## src/rtl/mem_port_arbiter.sv

```systemverilog
// Round-robin arbiter and sequencer for the shared main-memory port.
// Grants one of four requesters, strobes mem_req for one cycle, waits for
// mem_ready under a watchdog and returns a done or err pulse to the owner.
module mem_port_arbiter #(
  parameter int unsigned SEL_WIDTH      = 2,
  parameter int unsigned TIMEOUT_CYCLES = 16,
  parameter int unsigned CNT_WIDTH      = 8
) (
  input  logic                 clk,
  input  logic                 rst,
  input  logic [3:0]           req,
  input  logic                 mem_ready,
  output logic [3:0]           grant,
  output logic [SEL_WIDTH-1:0] sel,
  output logic                 mem_req,
  output logic [3:0]           done,
  output logic                 err,
  output logic [1:0]           err_id,
  output logic                 busy
);

  localparam int unsigned IDX_W = 2;
  localparam logic [CNT_WIDTH-1:0] CNT_LIMIT = CNT_WIDTH'(TIMEOUT_CYCLES - 1);

  typedef enum logic [1:0] {
    IDLE  = 2'd0,
    ISSUE = 2'd1,
    WAIT  = 2'd2
  } state_t;

  state_t               state;
  logic [IDX_W-1:0]     ptr;
  logic [CNT_WIDTH-1:0] cnt;
  logic [IDX_W-1:0]     owner_idx;
  logic [IDX_W-1:0]     pick_idx;
  logic                 pick_valid;

  assign owner_idx = IDX_W'(sel);

  // First set request bit searching ptr, ptr+1, ptr+2, ptr+3 (mod 4)
  always_comb begin
    pick_valid = 1'b0;
    pick_idx   = '0;
    for (int j = 3; j >= 0; j--) begin
      if (req[ptr + IDX_W'(j)]) begin
        pick_valid = 1'b1;
        pick_idx   = ptr + IDX_W'(j);
      end
    end
  end

  // Sequencer: IDLE -> ISSUE -> WAIT -> IDLE, with all outputs registered
  always_ff @(posedge clk or posedge rst) begin
    if (rst) begin
      state   <= IDLE;
      ptr     <= '0;
      cnt     <= '0;
      grant   <= '0;
      sel     <= '0;
      mem_req <= 1'b0;
      done    <= '0;
      err     <= 1'b0;
      err_id  <= '0;
      busy    <= 1'b0;
    end else begin
      mem_req <= 1'b0;
      done    <= '0;
      err     <= 1'b0;
      case (state)
        IDLE: begin
          grant <= '0;
          if (pick_valid) begin
            grant   <= 4'b0001 << pick_idx;
            sel     <= SEL_WIDTH'(pick_idx);
            mem_req <= 1'b1;
            busy    <= 1'b1;
            state   <= ISSUE;
          end
        end
        ISSUE: begin
          // Memory cannot answer in the strobe cycle, so mem_ready is ignored
          cnt   <= '0;
          state <= WAIT;
        end
        WAIT: begin
          if (mem_ready) begin
            done  <= grant;
            grant <= '0;
            busy  <= 1'b0;
            ptr   <= owner_idx + IDX_W'(1);
            state <= IDLE;
          end else if (cnt == CNT_LIMIT) begin
            err    <= 1'b1;
            err_id <= owner_idx;
            grant  <= '0;
            busy   <= 1'b0;
            ptr    <= owner_idx + IDX_W'(1);
            state  <= IDLE;
          end else begin
            cnt <= cnt + CNT_WIDTH'(1);
          end
        end
        default: state <= IDLE;
      endcase
    end
  end

endmodule

```

## config.mk

```make
export PLATFORM = sky130hd
export DESIGN_NAME = mem_port_arbiter
export DESIGN_NICKNAME = d
export VERILOG_FILES = /design/src/rtl/mem_port_arbiter.sv
export SDC_FILE = /design/constraint.sdc
export NUM_CORES = 1
export LEC_CHECK = 0
export CAP_MARGIN = 10
export CORE_MARGIN = 2
export CORE_UTILIZATION = 33
export CTS_BUF_LIST = sky130_fd_sc_hd__clkbuf_8
export CTS_CLUSTER_SIZE = 28
export DETAILED_ROUTE_END_ITERATION = 6
export GPL_TIMING_DRIVEN = 0
export PLACE_DENSITY = 0.69
export SYNTH_ARGS = -nofsm -noshare
export SYNTH_HDL_FRONTEND = slang
export SYNTH_SLANG_ARGS = --single-unit
```

## constraint.sdc

```tcl
create_clock -name clk -period 1.7 [get_ports clk]
set_input_delay 0.34 -clock clk [delete_from_list [all_inputs] [get_ports clk]]
set_output_delay 0.34 -clock clk [all_outputs]
set_load 0.005 [all_outputs]
```

==> results of run 1 <==
[logic make-up after synthesis]
kind of cell | count (synthesis) | synth area share, %
compound gates | 28 | 16.0
xor+xnor | 2 | 1.48
fa+ha+maj | 1 | 1.05
buf+inv | 5 | 2.32
flops | 27 | 56.9
mux | 8 | 7.27
simple gates | 31 | 15.0
[cells in the final DEF (no fill, tap or decap), types with 3 or more instances in the layout]
master and count:
sky130_fd_sc_hd__clkdlybuf4s50_1 20, sky130_fd_sc_hd__a21oi_1 5, sky130_fd_sc_hd__mux2i_1 3, sky130_fd_sc_hd__buf_4 9
sky130_fd_sc_hd__dfrtp_1 26, sky130_fd_sc_hd__mux2_2 3, sky130_fd_sc_hd__and3_1 5, sky130_fd_sc_hd__o31ai_1 5
sky130_fd_sc_hd__o21a_1 4, sky130_fd_sc_hd__inv_1 3, sky130_fd_sc_hd__nand2_1 6, sky130_fd_sc_hd__clkbuf_8 3
[worst max-delay path, cell delays in order (launching register included)]
cell                      delay, ps
sky130_fd_sc_hd__dfrtp_1        430
sky130_fd_sc_hd__or4_4          620
sky130_fd_sc_hd__nor3_4         250
sky130_fd_sc_hd__mux2_4         330
[power breakdown]
part	switching [mW]	total, mW	internal [mW]
Combinational	0.394	0.902	0.508
Sequential	0.174	0.990	0.816
Clock	0.197	0.362	0.166
[layout make-up]
class,instances,area share [%]
Tap cell,46,3.48
Buffer,1,0.681
Inverter,3,0.681
Clock buffer,3,2.50
Multi-Input combinational cell,70,33.8
Sequential cell,27,41.0
Clock inverter,1,0.454
Timing Repair Buffer,31,17.4
[metal layers]
metal  up-vias  wire [um]  GRT usage (%)
met3         4        155           1.94
met2        42       1380           22.4
met4         0         40           4.08
li1        450          -              -
met1       468       1140           17.1
met5         -          0              0
[flip-flops by register name (all words and copies together), names as in the netlist]
signal,flops
done,4
mem_req,1
state,2
sel,2
err_id,2
busy,1
err,1
cnt,8
grant,4
ptr,2
[worst paths after layout]
check	start	endpoint	slack [ps]	cells past startpoint
worst max register to register	cnt[6]$_DFFE_PP0P_	err_id[1]$_DFFE_PP0P_	-50	3
worst min-delay path	busy$_DFFE_PP0P_	busy$_DFFE_PP0P_	510	1
min in group asynchronous	rst	done[2]$_DFF_PP0_	610	2
max in group asynchronous	rst	state[1]$_DFFE_PP0P_	430	2
worst max-delay path	cnt[6]$_DFFE_PP0P_	err_id[1]$_DFFE_PP0P_	-50	3
worst min register to register	busy$_DFFE_PP0P_	busy$_DFFE_PP0P_	510	1
[what timing repair did]
item,CTS,global route
gates resized for setup,11,12
endpoints found under the hold margin,0,0
hold buffers,0,0
endpoints found under the setup margin,12,13
buffers inserted,3,7
pin swaps,4,4
[through the flow]
step	hold WS [ps]	TNS (ps)	util [%]	std cells
final	515	-122	48.8	182
after global routing	548	-306	48.8	182
after CTS	517	-81.6	46.3	176
after detailed placement	470	-3910	42.9	169
after global placement	463	-3570	42.9	169
after floorplan	393	0	-	102
==> run_results.csv, run 1 <==
group,metric,value,unit
cts,clock-root-buffer,"sky130_fd_sc_hd__clkbuf_8",
floorplan,fp.dieArea,4090,um2
detailed_routing,drt_drc_violations_left,0,
synth,synthDominantAreaCellType,"sky130_fd_sc_hd__dfrtp_1",
timing,max_slew.worst_pin.slew,997,ps
cts,cts_htree_levels,1,
timing,portion_of_the_clock_cycle_consumed_by_the_worst_path_in_the_final_layout,103,%
synth,synth-seq-cells,27,
synth,post-synth-top-area-fraction,56.9,%
cells_and_area,multi_input_comb_area,559,um2
timing,finalCriticalPeriod,1750,ps
detailed_routing,routed-via-count,964,
synth,synth.cell_area,1190,um2
synth,post_synth_most_frequent_cells,"sky130_fd_sc_hd__dfrtp_1, sky130_fd_sc_hd__a21oi_1, sky130_fd_sc_hd__nand2_1",
power,ir_drop,0.444,mV
cts,cts.sink_count,27,
cells_and_area,postLayoutCellArea,1650,um2
timing,report.final.slew_viol_count,0,
global_route,grt_use_total,13.1,%
cells_and_area,final.fill_count,289,
placed_design,placement.io_buffers,21,
placed_design,placement.setup.worst_slack,-485,ps
floorplan,die_width,64.0,um
cts,insertion_delay,270,ps
critical_path,cp-end-kind,"flip-flop",
synth,mappedNetlistNets,110,
timing,setup_viol,4,
cells_and_area,drive_gt1_share,24.3,%
timing,clock_skew,1.97,ps
timing,max_clock_freq,573,MHz
critical_path,required,1860,ps
synth,synth_ff_type,"sky130_fd_sc_hd__dfrtp_1",
floorplan,core_area,3390,um2
synth,synth.most_common_cell,"sky130_fd_sc_hd__dfrtp_1",
job,max_cap_viols,0,
critical_path,worstSetupPathType,"flip-flop to flip-flop",
global_route,grt_max_degree,28,
run_status,run_status,"complete, but fails checks",
worst_hold_path,hold_class,"flip-flop to flip-flop",
cts,cts_buffers,3,
floorplan,starting_utilization_of_the_core_area,35.0,%
floorplan,number_of_primary_i_o_pins,22,
critical_path,timing.critical_path.from_type,"flip-flop",
critical_path,worst-path-max-fanout,4,
synth,synthDistinctLibCells,31,
cells_and_area,antennaDiodeCount,0,
synth,cell_types_occupying_the_most_area_after_synthesis,"sky130_fd_sc_hd__dfrtp_1, sky130_fd_sc_hd__mux2_2, sky130_fd_sc_hd__o31ai_1",
timing,relative_slew_margins,33.4,%
global_route,antenna_found_initial,0,
global_route,grt_pass1_wl,4230,um
cts,max-clock-path-buffers,2,
synth,synth_area_per_cell,11.6,um2
placed_design,gp_congestion,0.744,
power,leakage,0.732,nW
synth,sequential_to_total_area_share_from_yosys_stat,56.9,%
floorplan,die_height,64.0,um
cells_and_area,area_growth,39.2,%
placed_design,placement.cell_area,1460,um2
cts,clock_transition_at_the_registers_of_the_reported_paths,90,ps
cells_and_area,layout.nets,145,
floorplan,placement_rows,21,
power,report.power.total,2.25,mW
detailed_routing,postRouteWirelength,2720,um
synth,yosys_warnings,0,
timing,setup_repair_after_global_routing_missed_its_margin,"yes",
detailed_routing,drt-wirelength-per-cell,14.9,um
timing,layout_setup_ws,-46.0,ps
timing,hold_viol,0,
critical_path,worst_ep_arrival_time,1900,ps
detailed_routing,drt.antenna.violating_nets,0,
global_route,grt_overflow,0,
power,power_density,1360,nW/um2
detailed_routing,detail_route.vias_per_cell,5.30,
global_route,grt_pass1_vias,916,
synth,ys_async_sr_fraction,100,%
synth,edff_count_synth,0,
run_status,violations,"negative setup slack",
cells_and_area,layout.area.seq,677,um2
detailed_routing,detail_route.first_pass.iterations,5,
synth,postSynthCellCount,102,
placed_design,detailed_place_hpwl,1680,um
cts,clock_tree_from_tritoncts,"built",
detailed_routing,drtIter0Drc,29,
No activity file was read; power rests on OpenSTA's default activity.
==> run 2, diff against run 1 <==
Settings changed: GPL_TIMING_DRIVEN 0 to unset, SKIP_LAST_GASP set to 1.
==> run_results.csv, run 2 (synthesis results as in run 1) <==
group,metric,value,unit
cells_and_area,drive_gt1_share,25.3,%
floorplan,die_height,64.0,um
timing,setup_repair_after_global_routing_missed_its_margin,"yes",
critical_path,slowest_delay,600,ps
detailed_routing,met2_routed_wirelength,1150,um
timing,report.final.slew_viol_count,0,
cells_and_area,largest_register_ff_count,8,
cts,cts_htree_levels,1,
cells_and_area,registers.top_by_ff_count,"cnt",
critical_path,timing.critical_path.from_type,"flip-flop",
floorplan,placement_rows,21,
timing,relative_slew_margins,77.1,%
detailed_routing,drt.antenna.violating_nets,0,
cts,clock_tree_from_tritoncts,"built",
timing,holdWs,419,ps
cells_and_area,final.fill_count,302,
global_route,antenna_found_initial,0,
cells_and_area,layout.cells.most_common,"sky130_fd_sc_hd__dfrtp_1",
floorplan,fp.dieArea,4090,um2
critical_path,timing.critical_path.slowest_stage_cell,"sky130_fd_sc_hd__or4_4",
timing,max_clock_freq,603,MHz
timing,clock_skew,3.44,ps
global_route,grt_max_degree,28,
placed_design,dp.cells,185,
cells_and_area,area_growth,41.0,%
critical_path,cp-end-kind,"flip-flop",
placed_design,placement.io_buffers,21,
power,report.power.total,2.19,mW
critical_path,timing.critical_path.cells,"or4_4, o21ai_4, nand2b_1, a32o_1",
detailed_routing,detail_route.vias_per_cell,4.88,
cts,max-clock-path-buffers,2,
timing,max_slew.worst_pin.slew,342,ps
cells_and_area,largestRegisters,"cnt x8, done x4, grant x4",
cts,insertion_delay,270,ps
run_status,run_status,"complete, no violations",
timing,portion_of_the_clock_cycle_consumed_by_the_worst_path_in_the_final_layout,97.5,%
placed_design,detailed_place_hpwl,1860,um
critical_path,worstSetupPathType,"flip-flop to flip-flop",
global_route,grt_overflow,0,
cts,cts_buffers,3,
critical_path,required,1870,ps
critical_path,worst_ep_arrival_time,1830,ps
worst_hold_path,hold_class,"input pin to asynchronous set/reset pin",
critical_path,critical_path.top_delay_family,"simple AND/OR/NAND/NOR gates",
cts,clock-root-buffer,"sky130_fd_sc_hd__clkbuf_8",
floorplan,starting_utilization_of_the_core_area,35.0,%
power,leakage,0.758,nW
cells_and_area,final_cells,192,
cts,post_cts_hold_fix_bufs,0,
critical_path,reg2reg_setup_slack,40,ps
critical_path,worst-path-max-fanout,6,
power,power_density,1310,nW/um2
floorplan,core_area,3390,um2
job,max_cap_viols,0,
global_route,grt_pass1_vias,904,
cells_and_area,share_of_the_core_filled_with_cells_in_the_final_layout,49.4,%
detailed_routing,routedLengthMet1,1160,um
cts,cts.sink_count,27,
timing,finalCriticalPeriod,1660,ps
detailed_routing,drtIter0Drc,18,
placed_design,gp_congestion,0.741,
power,ir_drop,0.476,mV
global_route,grt_pass1_wl,4030,um
detailed_routing,routed-via-count,936,
detailed_routing,drt-wirelength-per-cell,12.8,um
cts,clock_transition_at_the_registers_of_the_reported_paths,90,ps
timing,setup_viol,0,
detailed_routing,drt_drc_violations_left,0,
cells_and_area,antennaDiodeCount,0,
cells_and_area,layout_common_cells,"sky130_fd_sc_hd__dfrtp_1, sky130_fd_sc_hd__clkdlybuf4s50_1, sky130_fd_sc_hd__buf_4, sky130_fd_sc_hd__nand2_1",
floorplan,number_of_primary_i_o_pins,22,
detailed_routing,dr_wl_met3,87,um
floorplan,die_width,64.0,um
detailed_routing,postRouteWirelength,2450,um
detailed_routing,maxUsedRoutingLayer,"met4",
timing,hold_viol,0,
detailed_routing,detail_route.first_pass.iterations,4,
critical_path,worst-path-buf-inv,0,
cells_and_area,layout.nets,155,
global_route,grt_use_total,12.8,%
==> run 2: cell count changes in the layout (fill, tap and decap cells not counted), moves of 2 or more <==
cell | previous run | this run
sky130_fd_sc_hd__mux2_4 | 2 | 0
sky130_fd_sc_hd__buf_6 | 2 | 0
sky130_fd_sc_hd__buf_4 | 9 | 21
sky130_fd_sc_hd__nand3_1 | 2 | 4
sky130_fd_sc_hd__mux2_2 | 3 | 5
==> run 2: worst min-delay path: cells and delay by family <==
family | cells | cell delay [ps]
buffers and inverters | 3 | 760
==> run 2: power by group <==
part	internal (mW)	switching (mW)	leakage (nW)	total, mW
sequential	0.814	0.145	0.355	0.959
clock	0.166	0.196	0.0217	0.362
combinational	0.502	0.371	0.381	0.873
total	1.48	0.711	0.758	2.19
==> run 2: metrics by stage <==
stage	area, um2	worst slack [ps]	setup TNS, ps
3_5_place_dp	1570	-324	-2640
3_3_place_gp	1570	-268	-1920
2_1_floorplan	1190	12.9	0
4_1_cts	1640	-23.1	-30.9
6_report	1670	42.4	0
5_1_grt	1670	-33.1	-52.6
==> run 2: cell type report <==
cell class | instances | area, um2 | area share, %
timing repair buffer | 42 | 368 | 22.0
tap | 46 | 57.6 | 3.44
multi-input combinational | 70 | 513 | 30.6
clock buffer | 3 | 41.3 | 2.47
inverter | 3 | 11.3 | 0.673
clock inverter | 1 | 7.51 | 0.448
sequential | 27 | 676 | 40.4
==> run 2: worst paths after layout <==
check                              startpoint              endpoint  cells after the start
setup / recovery           cnt[6]$_DFFE_PP0P_  grant[1]$_DFFE_PP0P_                      4
hold / removal                            rst         err$_DFF_PP0_                      3
setup reg to reg           cnt[6]$_DFFE_PP0P_  grant[1]$_DFFE_PP0P_                      4
hold reg to reg            cnt[7]$_DFFE_PP0P_    cnt[7]$_DFFE_PP0P_                      1
max in group asynchronous                 rst    cnt[0]$_DFFE_PP0P_                      3
min in group clk           cnt[7]$_DFFE_PP0P_    cnt[7]$_DFFE_PP0P_                      1
==> run 2: repair_timing <==
item                       4_1_cts  5_1_grt
gates resized for setup          3        5
pin swaps                        0        2
buffers inserted                 0        3
setup endpoints to repair        7       11
==> run 2: routing by layer <==
layer / global-route usage (%) / vias to the layer above
met3: 2.29 / 4
li1: - / 469
met2: 21.1 / 20
met4: 7.61 / 0
met1: 15.6 / 443
met5: 0 / -
